===== config.mk =====
export PLATFORM = sky130hd
export DESIGN_NAME = register_file_wb
export DESIGN_NICKNAME = d
export VERILOG_FILES = /design/src/rtl/register_file_wb_pkg.sv /design/src/rtl/register_file_wb_mux.sv /design/src/rtl/register_file_wb.sv
export SDC_FILE = /design/constraint.sdc
export NUM_CORES = 2
export LEC_CHECK = 0
export CAP_MARGIN = 15
export CORE_AREA = 4 4 343 345
export CTS_CLUSTER_DIAMETER = 60
export DETAILED_ROUTE_END_ITERATION = 7
export DIE_AREA = 0 0 347 349
export PLACE_DENSITY = 0.62
export SYNTH_ARGS = -nofsm -noshare
export SYNTH_HDL_FRONTEND = slang
export SYNTH_HIERARCHICAL = 1
export SYNTH_SLANG_ARGS = --single-unit

===== constraint.sdc =====
create_clock -name clk -period 10.65 [get_ports clk]
set_clock_uncertainty 0.1 [all_clocks]
set_input_delay 2.13 -clock clk [delete_from_list [all_inputs] [get_ports clk]]
set_output_delay 2.13 -clock clk [all_outputs]
set_load 0.1 [all_outputs]

===== src/rtl/register_file_wb_pkg.sv =====
// -----------------------------------------------------------------------------
// register_file_wb_pkg
//  Shared constants and helpers for the WriteBack-side register file.
//  - Default data and index widths for the MIPS integer register file.
//  - Index of the hardwired $zero register.
//  - Next-state helper for one pending-write scoreboard bit.
// -----------------------------------------------------------------------------
package register_file_wb_pkg;

  localparam int DEF_DATA_WIDTH = 32;
  localparam int DEF_ADDR_WIDTH = 5;
  localparam int REG_ZERO       = 0;

  // One scoreboard bit. A same-cycle mark wins over a clear because the mark
  // belongs to the younger instruction; the clear retires an older one.
  function automatic logic sb_next(input logic cur, input logic set, input logic clr);
    logic nxt;
    if (set) begin
      nxt = 1'b1;
    end else if (clr) begin
      nxt = 1'b0;
    end else begin
      nxt = cur;
    end
    return nxt;
  endfunction

endpackage


===== src/rtl/register_file_wb_mux.sv =====
// -----------------------------------------------------------------------------
// register_file_wb_mux
//  Plain 2:1 selector used for the read-port bypass.
//  Ports:
//   input_0   stored register value
//   input_1   in-flight WriteBack data
//   selector  1 selects input_1
//   out       selected value
// -----------------------------------------------------------------------------
module register_file_wb_mux #(
  parameter int WIDTH = 32
) (
  input  logic [WIDTH-1:0] input_0,
  input  logic [WIDTH-1:0] input_1,
  input  logic             selector,
  output logic [WIDTH-1:0] out
);

  // Select between stored and forwarded value
  always_comb begin
    out = input_0;
    if (selector) begin
      out = input_1;
    end else begin
      out = input_0;
    end
  end

endmodule


===== src/rtl/register_file_wb.sv =====
// -----------------------------------------------------------------------------
// register_file_wb
//  32 x 32-bit MIPS register file written by WB and read by ID, with same-cycle
//  write-to-read bypass and a per-register pending-write scoreboard.
//  Ports:
//   clk, rst              clock; synchronous active-high reset
//   RegWrite/writeReg/    WB write port (writes to index 0 are dropped)
//   writeData
//   readReg1/readReg2     ID source indices (rs, rt)
//   readData1/readData2   combinational read data (index 0 reads 0)
//   markEn/markReg        ID marks a destination as having a write in flight
//   busy1/busy2           source index has an outstanding write
// -----------------------------------------------------------------------------
module register_file_wb
  import register_file_wb_pkg::*;
#(
  parameter int DATA_WIDTH = DEF_DATA_WIDTH,
  parameter int ADDR_WIDTH = DEF_ADDR_WIDTH,
  parameter bit BYPASS_EN  = 1'b1
) (
  input  logic                  clk,
  input  logic                  rst,
  input  logic                  RegWrite,
  input  logic [ADDR_WIDTH-1:0] writeReg,
  input  logic [DATA_WIDTH-1:0] writeData,
  input  logic [ADDR_WIDTH-1:0] readReg1,
  input  logic [ADDR_WIDTH-1:0] readReg2,
  output logic [DATA_WIDTH-1:0] readData1,
  output logic [DATA_WIDTH-1:0] readData2,
  input  logic                  markEn,
  input  logic [ADDR_WIDTH-1:0] markReg,
  output logic                  busy1,
  output logic                  busy2
);

  localparam int                  NUM_REGS = 2 ** ADDR_WIDTH;
  localparam logic [ADDR_WIDTH-1:0] ZERO_IDX = ADDR_WIDTH'(REG_ZERO);

  logic [DATA_WIDTH-1:0] regs_r [NUM_REGS];
  logic [NUM_REGS-1:0]   busy_r;

  logic                  wr_en_s;
  logic                  fwd1_s;
  logic                  fwd2_s;
  logic                  sel1_s;
  logic                  sel2_s;
  logic [DATA_WIDTH-1:0] stored1_s;
  logic [DATA_WIDTH-1:0] stored2_s;

  // A write to $zero is a no-op everywhere: storage, bypass and scoreboard
  assign wr_en_s = RegWrite && (writeReg != ZERO_IDX);
  assign fwd1_s  = wr_en_s && (writeReg == readReg1);
  assign fwd2_s  = wr_en_s && (writeReg == readReg2);

  // Register storage and scoreboard; reset overrides any write or mark
  always_ff @(posedge clk) begin
    if (rst) begin
      for (int i = 0; i < NUM_REGS; i++) begin
        regs_r[i] <= '0;
      end
      busy_r <= '0;
    end else begin
      if (wr_en_s) begin
        regs_r[writeReg] <= writeData;
      end
      busy_r[0] <= 1'b0;
      for (int i = 1; i < NUM_REGS; i++) begin
        busy_r[i] <= sb_next(busy_r[i],
                             markEn && (markReg == ADDR_WIDTH'(i)),
                             RegWrite && (writeReg == ADDR_WIDTH'(i)));
      end
    end
  end

  // Stored values; index 0 forced to zero independent of array contents
  always_comb begin
    stored1_s = regs_r[readReg1];
    stored2_s = regs_r[readReg2];
    if (readReg1 == ZERO_IDX) begin
      stored1_s = '0;
    end else begin
      stored1_s = regs_r[readReg1];
    end
    if (readReg2 == ZERO_IDX) begin
      stored2_s = '0;
    end else begin
      stored2_s = regs_r[readReg2];
    end
  end

  // Bypass selects and busy flags. With bypass, an in-progress write is
  // forwarded so its consumer need not stall; without it the consumer must
  // wait one more cycle, so the write counts as still outstanding.
  // A same-cycle mark is deliberately not visible here.
  always_comb begin
    sel1_s = 1'b0;
    sel2_s = 1'b0;
    busy1  = 1'b0;
    busy2  = 1'b0;
    if (BYPASS_EN) begin
      sel1_s = fwd1_s;
      sel2_s = fwd2_s;
      busy1  = busy_r[readReg1] && !fwd1_s;
      busy2  = busy_r[readReg2] && !fwd2_s;
    end else begin
      sel1_s = 1'b0;
      sel2_s = 1'b0;
      busy1  = busy_r[readReg1] || fwd1_s;
      busy2  = busy_r[readReg2] || fwd2_s;
    end
  end

  register_file_wb_mux #(.WIDTH(DATA_WIDTH)) u_mux1 (
    .input_0  (stored1_s),
    .input_1  (writeData),
    .selector (sel1_s),
    .out      (readData1)
  );

  register_file_wb_mux #(.WIDTH(DATA_WIDTH)) u_mux2 (
    .input_0  (stored2_s),
    .input_1  (writeData),
    .selector (sel2_s),
    .out      (readData2)
  );

endmodule


==> flow_summary.json <==
{
  "period_needed_ns": 8.92,
  "final_cell_area_um2": 64000,
  "fin_cells": 5364,
  "initial_utilization_pct": 49.9,
  "run_status": "completed",
  "timing_worst_slew_pin_value_ns": 1.27,
  "min-delay-path-class": "reg2reg",
  "post-place-ws_ns": 1.82,
  "tritoncts": "done",
  "drv_cap": 0,
  "static-leakage-power_nw": 21.8,
  "synth_enable_flop_cells": 1020,
  "antenna_left": 0,
  "max-slew-margin-rel_pct": 12.9,
  "worst_ir_drop_vdd_uv": 145,
  "synthDominantCellAreaShare_pct": 53.7,
  "final_wl_um": 195000,
  "drv_slew": 0,
  "clock_latency_ns": 0.71,
  "pwr-share-comb_pct": 15.3,
  "postSynthCellCount": 3731,
  "placedCellCount": 5134,
  "detail_route.iter0.violations": 5389,
  "swShare_pct": 26.7,
  "crit_type": "in2out",
  "globalRouteTotalUtil_pct": 31.9,
  "setup-violations-final": 0,
  "synth.ff_latch_count": 1051,
  "power_report.internal_total_mw": 7.88,
  "cts-buffers-inserted": 119,
  "holdWs_ns": 0.399,
  "dr_total_vias": 36300,
  "power_frac_seq_pct": 45.3,
  "asyncSetResetFlopFracSynth_pct": 0,
  "syn_avg_cell_area_um2": 15.3,
  "synth.yosys.warnings": 6,
  "layout.cells.most_common": "sky130_fd_sc_hd__edfxtp_1",
  "layout.filler_cells": 8907,
  "post-synth-top-area-cell": "sky130_fd_sc_hd__edfxtp_1",
  "final.setup.tns_ns": 0,
  "grt_max_degree": 78,
  "yosys-top-cells-area": "sky130_fd_sc_hd__edfxtp_1 (54%), sky130_fd_sc_hd__mux4_2 (20%), sky130_fd_sc_hd__and2_1 (11%)",
  "worstPathArrival_ns": 6.69,
  "clock_path_buffers": 3,
  "switchingPower_mw": 2.87,
  "placementRows": 124,
  "cts-htree-levels": 3,
  "drt-pass1-iter-count": 6,
  "cts_post_setup_buffers_inserted": 0,
  "finish.net_count": 3807,
  "clock_power_share_pct": 39.4,
  "critical_path_peak_fanout": 64,
  "post_cts_resized": 0,
  "maxClockFrequency_mhz": 112,
  "total_power_mw": 10.7,
  "layout_worst_path_cycle_share_pct": 83.8,
  "synth_sequential_area_ratio_pct": 54.8,
  "worst_slack_ns": 1.73,
  "post_route_cells_drive_above_1_share_pct": 28.3,
  "grt.overflow.total": 0,
  "routed_wire_length_per_instance_um": 36.4,
  "synth_cell_type_count": 48,
  "grt_pass1_vias": 37300,
  "vias_per_cell": 6.78,
  "fp.dieW_um": 347,
  "area_of_the_die_um2": 121000,
  "grt_pass1_wl_um": 276000,
  "boundaryPins": 122,
  "post-route-util_pct": 56.0,
  "antenna_violations_before_repair": 11,
  "critPathRequiredTime_ns": 8.42,
  "synthesis.area_um2": 57000,
  "clk_pin_slew_ns": 0.06,
  "place_hpwl_um": 116000,
  "clk_root_buffer_cell": "sky130_fd_sc_hd__clkbuf_16",
  "layout.cells.most_common_list": "sky130_fd_sc_hd__edfxtp_1 (1020), sky130_fd_sc_hd__and2_1 (994), sky130_fd_sc_hd__mux4_2 (503)",
  "final-hold-violation-count": 0,
  "area_growth_pct": 12.1,
  "die_height_um": 349,
  "setup.worst_path.start_class": "input port",
  "rsz0062_at_grt": "no",
  "power.density_cell_area_nw_per_um2": 168,
  "cp-end-kind": "output pin",
  "drc": 0,
  "placed_area_um2": 59800,
  "post_cts_hold_buffer_count": 0,
  "finalWeightedCongestion": 0.873,
  "clock_sink_count": 1051,
  "core_area_um2": 114000,
  "synthFlopType": "sky130_fd_sc_hd__edfxtp_1",
  "portBuffers": 121
}
-- synth_stat cells, types with 3 or more instances --
cell type,number
sky130_fd_sc_hd__a22oi_1,13
sky130_fd_sc_hd__a221oi_1,32
sky130_fd_sc_hd__nand2_1,45
sky130_fd_sc_hd__a21oi_1,34
sky130_fd_sc_hd__nor2_2,19
sky130_fd_sc_hd__buf_1,39
sky130_fd_sc_hd__a22o_1,3
sky130_fd_sc_hd__o22ai_1,32
sky130_fd_sc_hd__o21ai_0,57
sky130_fd_sc_hd__a2111oi_0,26
sky130_fd_sc_hd__a221o_1,25
sky130_fd_sc_hd__or3_1,3
sky130_fd_sc_hd__mux2i_1,91
sky130_fd_sc_hd__a2111oi_2,3
sky130_fd_sc_hd__edfxtp_1,1020
sky130_fd_sc_hd__a211o_1,6
sky130_fd_sc_hd__nand2b_1,7
sky130_fd_sc_hd__mux2_4,60
sky130_fd_sc_hd__xor2_1,4
sky130_fd_sc_hd__buf_4,20
sky130_fd_sc_hd__nand3_1,9
sky130_fd_sc_hd__buf_2,80
sky130_fd_sc_hd__mux4_2,503
sky130_fd_sc_hd__nor4_1,3
sky130_fd_sc_hd__nor2b_1,69
sky130_fd_sc_hd__clkbuf_1,242
sky130_fd_sc_hd__nor3_1,6
sky130_fd_sc_hd__dfxtp_1,31
sky130_fd_sc_hd__nor2_1,39
sky130_fd_sc_hd__or2_2,31
sky130_fd_sc_hd__buf_12,6
sky130_fd_sc_hd__and2_1,994
sky130_fd_sc_hd__a211oi_1,29
sky130_fd_sc_hd__mux2_2,118
sky130_fd_sc_hd__buf_6,8
sky130_fd_sc_hd__xnor2_1,6
sky130_fd_sc_hd__a31oi_1,7
-- layer usage --
metal | up-vias | share of wire (%) | GRT usage [%]
li1 | 14400 | - | -
met1 | 19000 | 38 | 44.4
met2 | 2514 | 47 | 50.0
met3 | 398 | 10 | 5.66
met4 | 2 | 5.0 | 13.9
met5 | - | 0.0067 | 0
-- flip-flops by register name, summed over array words and instances, names as in the netlist --
register	flops
regs_r	1020
busy_r	31
-- area by class of cell --
cell class	instances	area [um^2]	share of cell area, %
sequential	1051	31300	48.9
multi-input combinational	2308	24300	38.0
clock buffer	140	3140	4.91
timing repair buffer	269	2510	3.92
tap	1512	1890	2.96
clock inverter	77	825	1.29
antenna	5	12.5	0.0196
inverter	2	7.51	0.0117
-- power groups by stage --
stage / Clock (mW) / Sequential [mW] / Combinational (mW)
2_1_floorplan: 0 / 4.90 / 1.11
3_3_place_gp: 0 / 4.93 / 1.62
3_5_place_dp: 0 / 4.95 / 1.62
4_1_cts: 4.26 / 4.87 / 1.63
5_1_grt: 4.43 / 4.89 / 1.69
6_report: 4.23 / 4.87 / 1.64
-- kinds of logic after synthesis --
| kind of cell | count (synthesis) | share of synthesized area [%] |
|---|---|---|
| AND/OR/NAND/NOR | 1229 | 13.1 |
| other | 1 | 0.00658 |
| multiplexers | 772 | 25.4 |
| AO/OA/AOI/OAI | 269 | 3.35 |
| buffers and inverters | 399 | 3.23 |
| XOR/XNOR | 10 | 0.154 |
| flip-flops | 1051 | 54.8 |
-- final timing paths --
check / from / endpoint / slack [ns] / cells after the start
hold reg to reg: busy_r[31]$_SDFFE_PP0P_ / busy_r[31]$_SDFFE_PP0P_ / 0.40 / 2
setup reg to reg: busy_r[15]$_SDFFE_PP0P_ / busy_r[15]$_SDFFE_PP0P_ / 9.81 / 2
setup / recovery: readReg1[0] / readData1[23] / 1.73 / 8
hold / removal: busy_r[31]$_SDFFE_PP0P_ / busy_r[31]$_SDFFE_PP0P_ / 0.40 / 2
-- critical path, stage by stage --
cell	delay, ns
sky130_fd_sc_hd__buf_8	0.53
sky130_fd_sc_hd__buf_4	0.43
sky130_fd_sc_hd__mux4_2	0.55
sky130_fd_sc_hd__nor2b_1	0.14
sky130_fd_sc_hd__a2111oi_0	1.10
sky130_fd_sc_hd__a221oi_1	0.34
sky130_fd_sc_hd__mux2_4	0.38
sky130_fd_sc_hd__clkdlybuf4s50_1	0.97
(Power assumes the default switching activity.)
